==> src/rtl/video_source_mux_if.sv <==
// video_source_mux_if
// Bundles the selector control, timing and colour signals of video_source_mux.
//
// Handshake: sel_valid is a single-cycle strobe that qualifies sel_req in the
// same cycle. There is no ready; the mux always accepts a request, and it
// decides internally whether to keep it or drop it.
//
// Signals:
//   sel_req, sel_valid     source request from control logic
//   hs_in, vs_in, de_in    timing from the pixel timing generator
//   rgb_in                 all sources packed, source k at [k*3*CW +: 3*CW], {r,g,b}
//   hs, vs, de             timing delayed to line up with the output colour
//   r, g, b                output colour
//   sel_active             source currently on screen
//   switching              high while black frames follow a switch
//
// Modports: master drives the requests, timing and sources (for example the
// top level or a bench). slave is the mux.
interface video_source_mux_if #(
  parameter int NUM_SOURCES = 4,
  parameter int COLOR_WIDTH = 8
);
  localparam int SEL_WIDTH = $clog2(NUM_SOURCES);

  logic [SEL_WIDTH-1:0]                 sel_req;
  logic                                 sel_valid;
  logic                                 hs_in;
  logic                                 vs_in;
  logic                                 de_in;
  logic [NUM_SOURCES*3*COLOR_WIDTH-1:0] rgb_in;
  logic                                 hs;
  logic                                 vs;
  logic                                 de;
  logic [COLOR_WIDTH-1:0]               r;
  logic [COLOR_WIDTH-1:0]               g;
  logic [COLOR_WIDTH-1:0]               b;
  logic [SEL_WIDTH-1:0]                 sel_active;
  logic                                 switching;

  modport master (
    output sel_req, sel_valid, hs_in, vs_in, de_in, rgb_in,
    input  hs, vs, de, r, g, b, sel_active, switching
  );

  modport slave (
    input  sel_req, sel_valid, hs_in, vs_in, de_in, rgb_in,
    output hs, vs, de, r, g, b, sel_active, switching
  );
endinterface

==> src/rtl/video_source_mux.sv <==
// video_source_mux
// N-source RGB selector for the HDMI path. It sits between the timing
// generator plus renderers and dvi_tx.
//   - hs/vs/de are delayed by SRC_LATENCY+1 registers. The colour is captured
//     where the timing has been delayed by SRC_LATENCY, so the colour and the
//     timing leave the block on the same cycle.
//   - A source change is held as a pending request. It takes effect only on
//     the cycle after a frame edge (vs_in going active), so a change never
//     tears a visible frame. BLANK_FRAMES black frames then follow the change.
//
// Ports:
//   clk_rgb   pixel clock
//   rst       synchronous, active-high reset
//   vif       video_source_mux_if.slave (requests, timing, sources, outputs)
module video_source_mux #(
  parameter int   NUM_SOURCES  = 4,
  parameter int   COLOR_WIDTH  = 8,
  parameter int   SRC_LATENCY  = 1,
  parameter int   BLANK_FRAMES = 1,
  parameter logic SYNC_ACTIVE  = 1'b1
) (
  input  logic              clk_rgb,
  input  logic              rst,
  video_source_mux_if.slave vif
);
  localparam int SEL_WIDTH = $clog2(NUM_SOURCES);
  localparam int L         = SRC_LATENCY + 1;
  localparam int PIX_W     = 3 * COLOR_WIDTH;
  localparam int BLANK_W   = (BLANK_FRAMES < 1) ? 1 : $clog2(BLANK_FRAMES + 1);

  // {hs, vs, de} value that the delay line holds after reset
  localparam logic [2:0] TM_IDLE = {~SYNC_ACTIVE, ~SYNC_ACTIVE, 1'b0};

  // ---------------------------------------------------------------- timing
  logic [2:0] tm_pipe [L];
  logic       tap_de;

  always_ff @(posedge clk_rgb) begin
    if (rst) begin
      for (int i = 0; i < L; i++) tm_pipe[i] <= TM_IDLE;
    end else begin
      tm_pipe[0] <= {vif.hs_in, vif.vs_in, vif.de_in};
      for (int i = 1; i < L; i++) tm_pipe[i] <= tm_pipe[i-1];
    end
  end

  // de as it stands when the renderers present their colour. It is
  // SRC_LATENCY cycles behind the input, one register short of the output.
  generate
    if (SRC_LATENCY == 0) begin : g_tap_direct
      assign tap_de = vif.de_in;
    end else begin : g_tap_pipe
      assign tap_de = tm_pipe[SRC_LATENCY-1][0];
    end
  endgenerate

  // ------------------------------------------------------- source control
  logic                 vs_q;
  logic                 pending;
  logic [SEL_WIDTH-1:0] pending_sel;
  logic [SEL_WIDTH-1:0] sel_active;
  logic [BLANK_W-1:0]   blank_cnt;
  logic                 switching;
  logic                 frame_edge;
  logic                 req_in_range;
  logic                 req_take;

  assign frame_edge   = (vif.vs_in == SYNC_ACTIVE) && (vs_q != SYNC_ACTIVE);
  assign req_in_range = ({1'b0, vif.sel_req} < (SEL_WIDTH+1)'(NUM_SOURCES));
  // A request for the source already shown is dropped only when nothing is
  // pending. With a switch pending, it replaces that switch (last wins).
  assign req_take     = vif.sel_valid && req_in_range &&
                        !((vif.sel_req == sel_active) && !pending);

  always_ff @(posedge clk_rgb) begin
    if (rst) begin
      vs_q        <= ~SYNC_ACTIVE;
      pending     <= 1'b0;
      pending_sel <= '0;
      sel_active  <= '0;
      blank_cnt   <= '0;
      switching   <= 1'b0;
    end else begin
      vs_q <= vif.vs_in;
      if (frame_edge) begin
        if (pending) begin
          sel_active <= pending_sel;
          pending    <= 1'b0;
          blank_cnt  <= BLANK_W'(BLANK_FRAMES);
          switching  <= (BLANK_FRAMES != 0);
        end else if (blank_cnt != '0) begin
          blank_cnt <= blank_cnt - 1'b1;
          switching <= (blank_cnt != BLANK_W'(1));
        end
      end
      // This comes after the edge logic. A request on the edge cycle
      // therefore stays pending for the following edge.
      if (req_take) begin
        pending     <= 1'b1;
        pending_sel <= vif.sel_req;
      end
    end
  end

  // ---------------------------------------------------------------- colour
  logic [PIX_W-1:0] src_pix;
  logic [PIX_W-1:0] pix_q;

  always_comb begin
    src_pix = '0;
    for (int k = 0; k < NUM_SOURCES; k++) begin
      if (sel_active == SEL_WIDTH'(k)) src_pix = vif.rgb_in[k*PIX_W +: PIX_W];
    end
  end

  always_ff @(posedge clk_rgb) begin
    if (rst) begin
      pix_q <= '0;
    end else if (tap_de && !switching) begin
      pix_q <= src_pix;
    end else begin
      pix_q <= '0;
    end
  end

  // --------------------------------------------------------------- outputs
  assign vif.hs         = tm_pipe[L-1][2];
  assign vif.vs         = tm_pipe[L-1][1];
  assign vif.de         = tm_pipe[L-1][0];
  assign vif.r          = pix_q[3*COLOR_WIDTH-1:2*COLOR_WIDTH];
  assign vif.g          = pix_q[2*COLOR_WIDTH-1:COLOR_WIDTH];
  assign vif.b          = pix_q[COLOR_WIDTH-1:0];
  assign vif.sel_active = sel_active;
  assign vif.switching  = switching;
endmodule

==> src/flat_wrapper.sv <==
// flat-port wrapper written by rule: the top's interface ports become plain ports
module video_source_mux_flat 
#(
  parameter int   NUM_SOURCES  = 4,
  parameter int   COLOR_WIDTH  = 8,
  parameter int   SRC_LATENCY  = 1,
  parameter int   BLANK_FRAMES = 1,
  parameter logic SYNC_ACTIVE  = 1'b1
)
  (clk_rgb, rst, vif_sel_req, vif_sel_valid, vif_hs_in, vif_vs_in, vif_de_in, vif_rgb_in, vif_hs, vif_vs, vif_de, vif_r, vif_g, vif_b, vif_sel_active, vif_switching);
  video_source_mux_if #(.NUM_SOURCES(NUM_SOURCES), .COLOR_WIDTH(COLOR_WIDTH)) vif_i ();
  input  logic clk_rgb;
  input  logic rst;
  input wire logic [$bits(vif_i.sel_req)-1:0] vif_sel_req;
  input wire logic [$bits(vif_i.sel_valid)-1:0] vif_sel_valid;
  input wire logic [$bits(vif_i.hs_in)-1:0] vif_hs_in;
  input wire logic [$bits(vif_i.vs_in)-1:0] vif_vs_in;
  input wire logic [$bits(vif_i.de_in)-1:0] vif_de_in;
  input wire logic [$bits(vif_i.rgb_in)-1:0] vif_rgb_in;
  output wire logic [$bits(vif_i.hs)-1:0] vif_hs;
  output wire logic [$bits(vif_i.vs)-1:0] vif_vs;
  output wire logic [$bits(vif_i.de)-1:0] vif_de;
  output wire logic [$bits(vif_i.r)-1:0] vif_r;
  output wire logic [$bits(vif_i.g)-1:0] vif_g;
  output wire logic [$bits(vif_i.b)-1:0] vif_b;
  output wire logic [$bits(vif_i.sel_active)-1:0] vif_sel_active;
  output wire logic [$bits(vif_i.switching)-1:0] vif_switching;
  assign vif_i.sel_req = vif_sel_req;
  assign vif_i.sel_valid = vif_sel_valid;
  assign vif_i.hs_in = vif_hs_in;
  assign vif_i.vs_in = vif_vs_in;
  assign vif_i.de_in = vif_de_in;
  assign vif_i.rgb_in = vif_rgb_in;
  assign vif_hs = vif_i.hs;
  assign vif_vs = vif_i.vs;
  assign vif_de = vif_i.de;
  assign vif_r = vif_i.r;
  assign vif_g = vif_i.g;
  assign vif_b = vif_i.b;
  assign vif_sel_active = vif_i.sel_active;
  assign vif_switching = vif_i.switching;
  video_source_mux #(.NUM_SOURCES(NUM_SOURCES), .COLOR_WIDTH(COLOR_WIDTH), .SRC_LATENCY(SRC_LATENCY), .BLANK_FRAMES(BLANK_FRAMES), .SYNC_ACTIVE(SYNC_ACTIVE)) u_core (.clk_rgb(clk_rgb), .rst(rst), .vif(vif_i));
endmodule
==> config.mk <==
export PLATFORM = sky130hd
export DESIGN_NAME = video_source_mux_flat
export DESIGN_NICKNAME = d
export VERILOG_FILES = /design/src/rtl/video_source_mux_if.sv /design/src/rtl/video_source_mux.sv /design/src/flat_wrapper.sv
export SDC_FILE = /design/constraint.sdc
export NUM_CORES = 1
export LEC_CHECK = 0
export BUFFER_PORTS_ARGS = -buffer_cell sky130_fd_sc_hd__buf_2
export CAP_MARGIN = 20
export CORE_MARGIN = 2
export CORE_UTILIZATION = 39
export CTS_CLUSTER_DIAMETER = 40
export DETAILED_ROUTE_END_ITERATION = 12
export PLACE_DENSITY_LB_ADDON = 0.1
export SLEW_MARGIN = 20
export SYNTH_ARGS = -nofsm -noshare
export SYNTH_HDL_FRONTEND = slang
export SYNTH_SLANG_ARGS = --single-unit
==> constraint.sdc <==
create_clock -name clk_rgb -period 1.7 [get_ports clk_rgb]
set_input_delay 0.34 -clock clk_rgb [delete_from_list [all_inputs] [get_ports clk_rgb]]
set_output_delay 0.34 -clock clk_rgb [all_outputs]
set_load 0.05 [all_outputs]
* Word-level counts from Yosys, hierarchy flattened
Memories as Yosys holds them, arrays and structs flattened. Index checks and enable logic that the tools add are counted. Widths: inputs -> output; s select.
Storage, ports and cells: register bits after elaboration 32, memory bits (writable) 6, input port bits 104, output and inout bits 30, memories kept 1
Operators by class: add/sub/neg operators 1, equality and inequality tests 4, muxes and demuxes 15, bitwise gates (word level) 5, reductions and logical operators 13
Memory list:
- u_core.tm_pipe | depth 2, width 3, rd ports 2, clocked after memory_dff 0, wr ports 2, RTL line video_source_mux.sv:35 | logic [2:0] tm_pipe [L];
Operator list (count):
- $mux 24 | 4
- $mux 1 | 9
- $mux 3 | 2
- $eq 2x2->1 const B | 2
- $logic_and 1x1->1 | 4
- $reduce_and 2->1 | 2
- $reduce_bool 2->1 | 2
- $logic_not 1->1 | 3
- $not 1->1 | 3
- $eq 2x1->1 const B | 1
- $eq 2x2->1 | 1
- $logic_not 2->1 | 1
- $or 1x1->1 | 2
- $reduce_or 2->1 | 1
- $sub 1x1->1 const B | 1

* Logic depth before layout (Yosys ltp)
word-level depth 5, mapped depth 5, mapped depth without buffers 3

* Worst setup path after synthesis
OpenSTA, ideal clock, no wires.
path kind register to register, from register u_core.sel_active[0], in the netlist u_core.vif.sel_active[0], to register u_core.pix_q[10], setup time 0.128 ns, arrival 1.656 ns, path slack -0.084 ns, stages on the path, launching flop included 5, path buffers 2, clock period less this slack 1.784 ns, cell sequence dfxtp_1 buf_6 buf_6 mux4_2 nor2b_1
Between the ends: cells in the longest elaborated chain, start to end 5, elaborated cells on any way between the ends 8, those cells by class 3 x eq/ne; 4 x mux; 1 x reduce/logical
RTL lines:
- from (decl) | RTL line video_source_mux.sv:61 | logic [SEL_WIDTH-1:0] sel_active;
- from (signal assigned) | RTL line video_source_mux.sv:87 | sel_active <= pending_sel;
- $logic_not 2->1 | RTL line video_source_mux.sv:112 | if (sel_active == SEL_WIDTH'(k)) src_pix = vif.rgb_in[k*PIX_W +: PIX_W];
- $mux 24 (3 in a row) | RTL line video_source_mux.sv:112
- $mux 24 (*) | RTL line video_source_mux.sv:112
- to (signal assigned) | RTL line video_source_mux.sv:120 | pix_q <= src_pix;
- to (decl) | RTL line video_source_mux.sv:107 | logic [PIX_W-1:0] pix_q;
Mark *: on every way between the ends. The rest lies on a longest branch, timed or not. A chain may end at the register's enable or synchronous reset.

* Final worst setup path
from register u_core.sel_active[0], in the netlist u_core.vif.sel_active[0], to output port vif_sel_active[0]
RTL lines:
- to (decl) | RTL line flat_wrapper.sv:26 | output wire logic [$bits(vif_i.sel_active)-1:0] vif_sel_active;
No word-level cell between the ends.

==> results.ini <==
[critical_path]
endpoint=vif_sel_active[0]
r2r_slack_ps=260
worstPathRequired_ps=1360
reg2reg_to=u_core.pix_q[5]$_SDFF_PP0_
critPathLaunch=u_core.vif.sel_active[0]$_SDFFE_PP0P_
crit_path_end_kind=output pin
reg2reg_depth=3
cp.arrival_ps=1250
critical_path_class=reg -> out
crit_fanout=13
cp-start-kind=flop
reg2reg_from=u_core.vif.sel_active[0]$_SDFFE_PP0P_

[yosys]
synth_cell_types=19
syn_area_mm2=0.00172
yosys_warnings=0
synth_nets=231
yosysSeqAreaShare_pct=43.0
synthCells=127
ys_ff_latch=37
postSynthAreaPerCell_um2=13.6

[global_routing]
grt_max_degree=22
grt_pass1_vias=1475
antenna_found_initial=0
grt_first_pass_wirelength_mm=7.00
gr-total-overflow=0
grt_use_total_pct=18.1

[sta]
fmax_mhz=628
timing_hold_violations_final=0
rsz0062_at_grt=no
fin_skew_ps=3.18
setup_viol=0
fin_setup_tns_ps=0
fin_crit_ps=1590
slew_violations=0
fin_crit_sh_pct=93.7
worstMarginPinSlew_ps=292
relSlewSlack_pct=80.2
worst_slack_ps=108

[place]
port_buffers=133
dpl.cell_count=310
dp_hpwl_mm=3.43
gp_congestion=0.759
place_ws_ps=250

[status]
status=finished, final reports clean

[clock_network]
cts_buffer_depth=2
cts.sinks=37
cts-buffers-inserted=5
cts_hold_buf=0
post_cts_resized=0
htreeDepth=2
clk_pin_slew_ps=70
cts-root-buf=clkbuf_8
clock_latency_ps=280
cts_tree=yes
post-cts-setup-buffers=0

[layout]
fin_nets=369
n_antenna_cell=0
finalNonFillerCells=317
syn2layout_area_growth_pct=48.9
post_route_cells_drive_above_1_share_pct=64.5

[power]
worst_ir_drop_vdd_v=0.000403
power_w=0.00188
power.switching_w=0.000471
p_comb_share_pct=18.8
seqPwrFrac_pct=48.5
power.density_mw_per_mm2=734
power_leakage_nw=1.21
p_clk_share_pct=32.7
swShare_pct=25.0
p_int_w=0.00141

[detailed_routing]
routed_via_density=4.84
first_pass_iters=4
vias=1534
drt_wl_total_mm=4.28
wire_per_inst_um=13.5
drc=0
final_antenna_net_count=0
drt_iter0_drc=35

[floorplanning]
die_w_um=70.5
coreArea_mm2=0.00429
row_count=24
initial_core_util_pct=40.1
die_height_um=70.5
die-area_mm2=0.00497
io_pins=134

[job]
drv_cap=0

[hold_path]
hold_path.class=in -> reg

## worst max-delay path: stages (launching register included)
cell and delay [ps]:
dfxtp_2 490, buf_12 200, buf_2 280
## synthesized netlist by cell type
master    count  area share [%]
o21ai_0       3            0.87
mux4_1        2             3.1
o41ai_1       2             1.0
clkbuf_1      3            0.65
or4b_1        2             1.2
nor2_1        2            0.44
nor2b_1      30              11
dfxtp_1      37              43
xor2_1        2             1.0
mux2i_1       2             1.2
nand2b_1      2            0.73
a21oi_1       5             1.5
mux4_2       22              29
buf_2         2            0.58
inv_1         3            0.65
buf_6         4             2.6
nand2_1       1            0.22
nand3b_1      1            0.44
mux2_2        2             1.3
## state kept, by name, summed over array words and instances (netlist names)
name	cells
u_core.pending	1
u_core.pending_sel	2
u_core.vif.sel_active	2
u_core.blank_cnt	1
u_core.tm_pipe	6
u_core.pix_q	24
u_core.vif.switching	1
## power by group through the flow
stage / clock network (W) / registers [W] / logic, W
global placement: 0 / 0.000933 / 0.000350
finish: 0.000616 / 0.000914 / 0.000353
global route: 0.000678 / 0.000916 / 0.000382
CTS: 0.000636 / 0.000913 / 0.000357
floorplan: 0 / 0.00101 / 0.000123
detailed placement: 0 / 0.000933 / 0.000356
## cell usage in the layout, fill, tap and decap left out, drive strengths merged
cell type  Yosys  routed
a21oi          5       5
nand3b         1       1
mux2i          2       2
buf            6     140
nand2          1       1
nor2           2       2
mux2           2       2
nor2b         30      30
clkbuf         3       7
dfxtp         37      37
o41ai          2       2
o21ai          3       3
nand2b         2       2
inv            3       3
or4b           2       2
mux4          24      24
xor2           2       2
## metal layers
metal	up-vias	part of all wire, %	track usage, %
met3	10	8.6	6.49
li1	746	-	-
met5	-	0	0
met1	698	39	22.3
met4	0	2.0	4.49
met2	80	50	30.1
## layout make-up
type	instances	area, um^2
Sequential cell	37	742
Timing Repair Buffer	140	756
Tap cell	52	65.1
Fill cell	387	1730
Multi-Input combinational cell	78	905
Inverter	3	11.3
Clock buffer	7	86.3
## how the worst min path moves through the flow
stage,startpoint,end,slack (ps),depth (start not counted)
2_1_floorplan,rst,u_core.tm_pipe[0][1]$_SDFF_PP0_,410,1
3_3_place_gp,u_core.tm_pipe[0][2]$_SDFF_PP0_,u_core.tm_pipe[0][5]$_SDFF_PP0_,430,1
3_5_place_dp,u_core.tm_pipe[0][2]$_SDFF_PP0_,u_core.tm_pipe[0][5]$_SDFF_PP0_,430,1
4_1_cts,rst,u_core.tm_pipe[0][3]$_SDFF_PP0_,230,2
5_1_grt,rst,u_core.tm_pipe[0][3]$_SDFF_PP0_,240,2
6_report,rst,u_core.tm_pipe[0][3]$_SDFF_PP0_,240,2
## kinds of logic after synthesis
logic type | count (synthesis) | share of synthesized area [%]
AOI/OAI and AO/OA | 10 | 3.34
xor gates and xnor gates | 2 | 1.02
buffers and inverters | 12 | 4.50
DFF | 37 | 43.0
muxes | 28 | 34.3
and+or+nand+nor | 38 | 13.9
## per-stage QoR
stage	area [um^2]	utilization [%]	hold slack, ps
after floorplan	1720	-	412
after global placement	2480	57.7	425
after detailed placement	2480	57.7	430
after CTS	2560	59.7	227
after global routing	2560	59.7	239
final	2560	59.7	236
(Power assumes the default switching activity.)
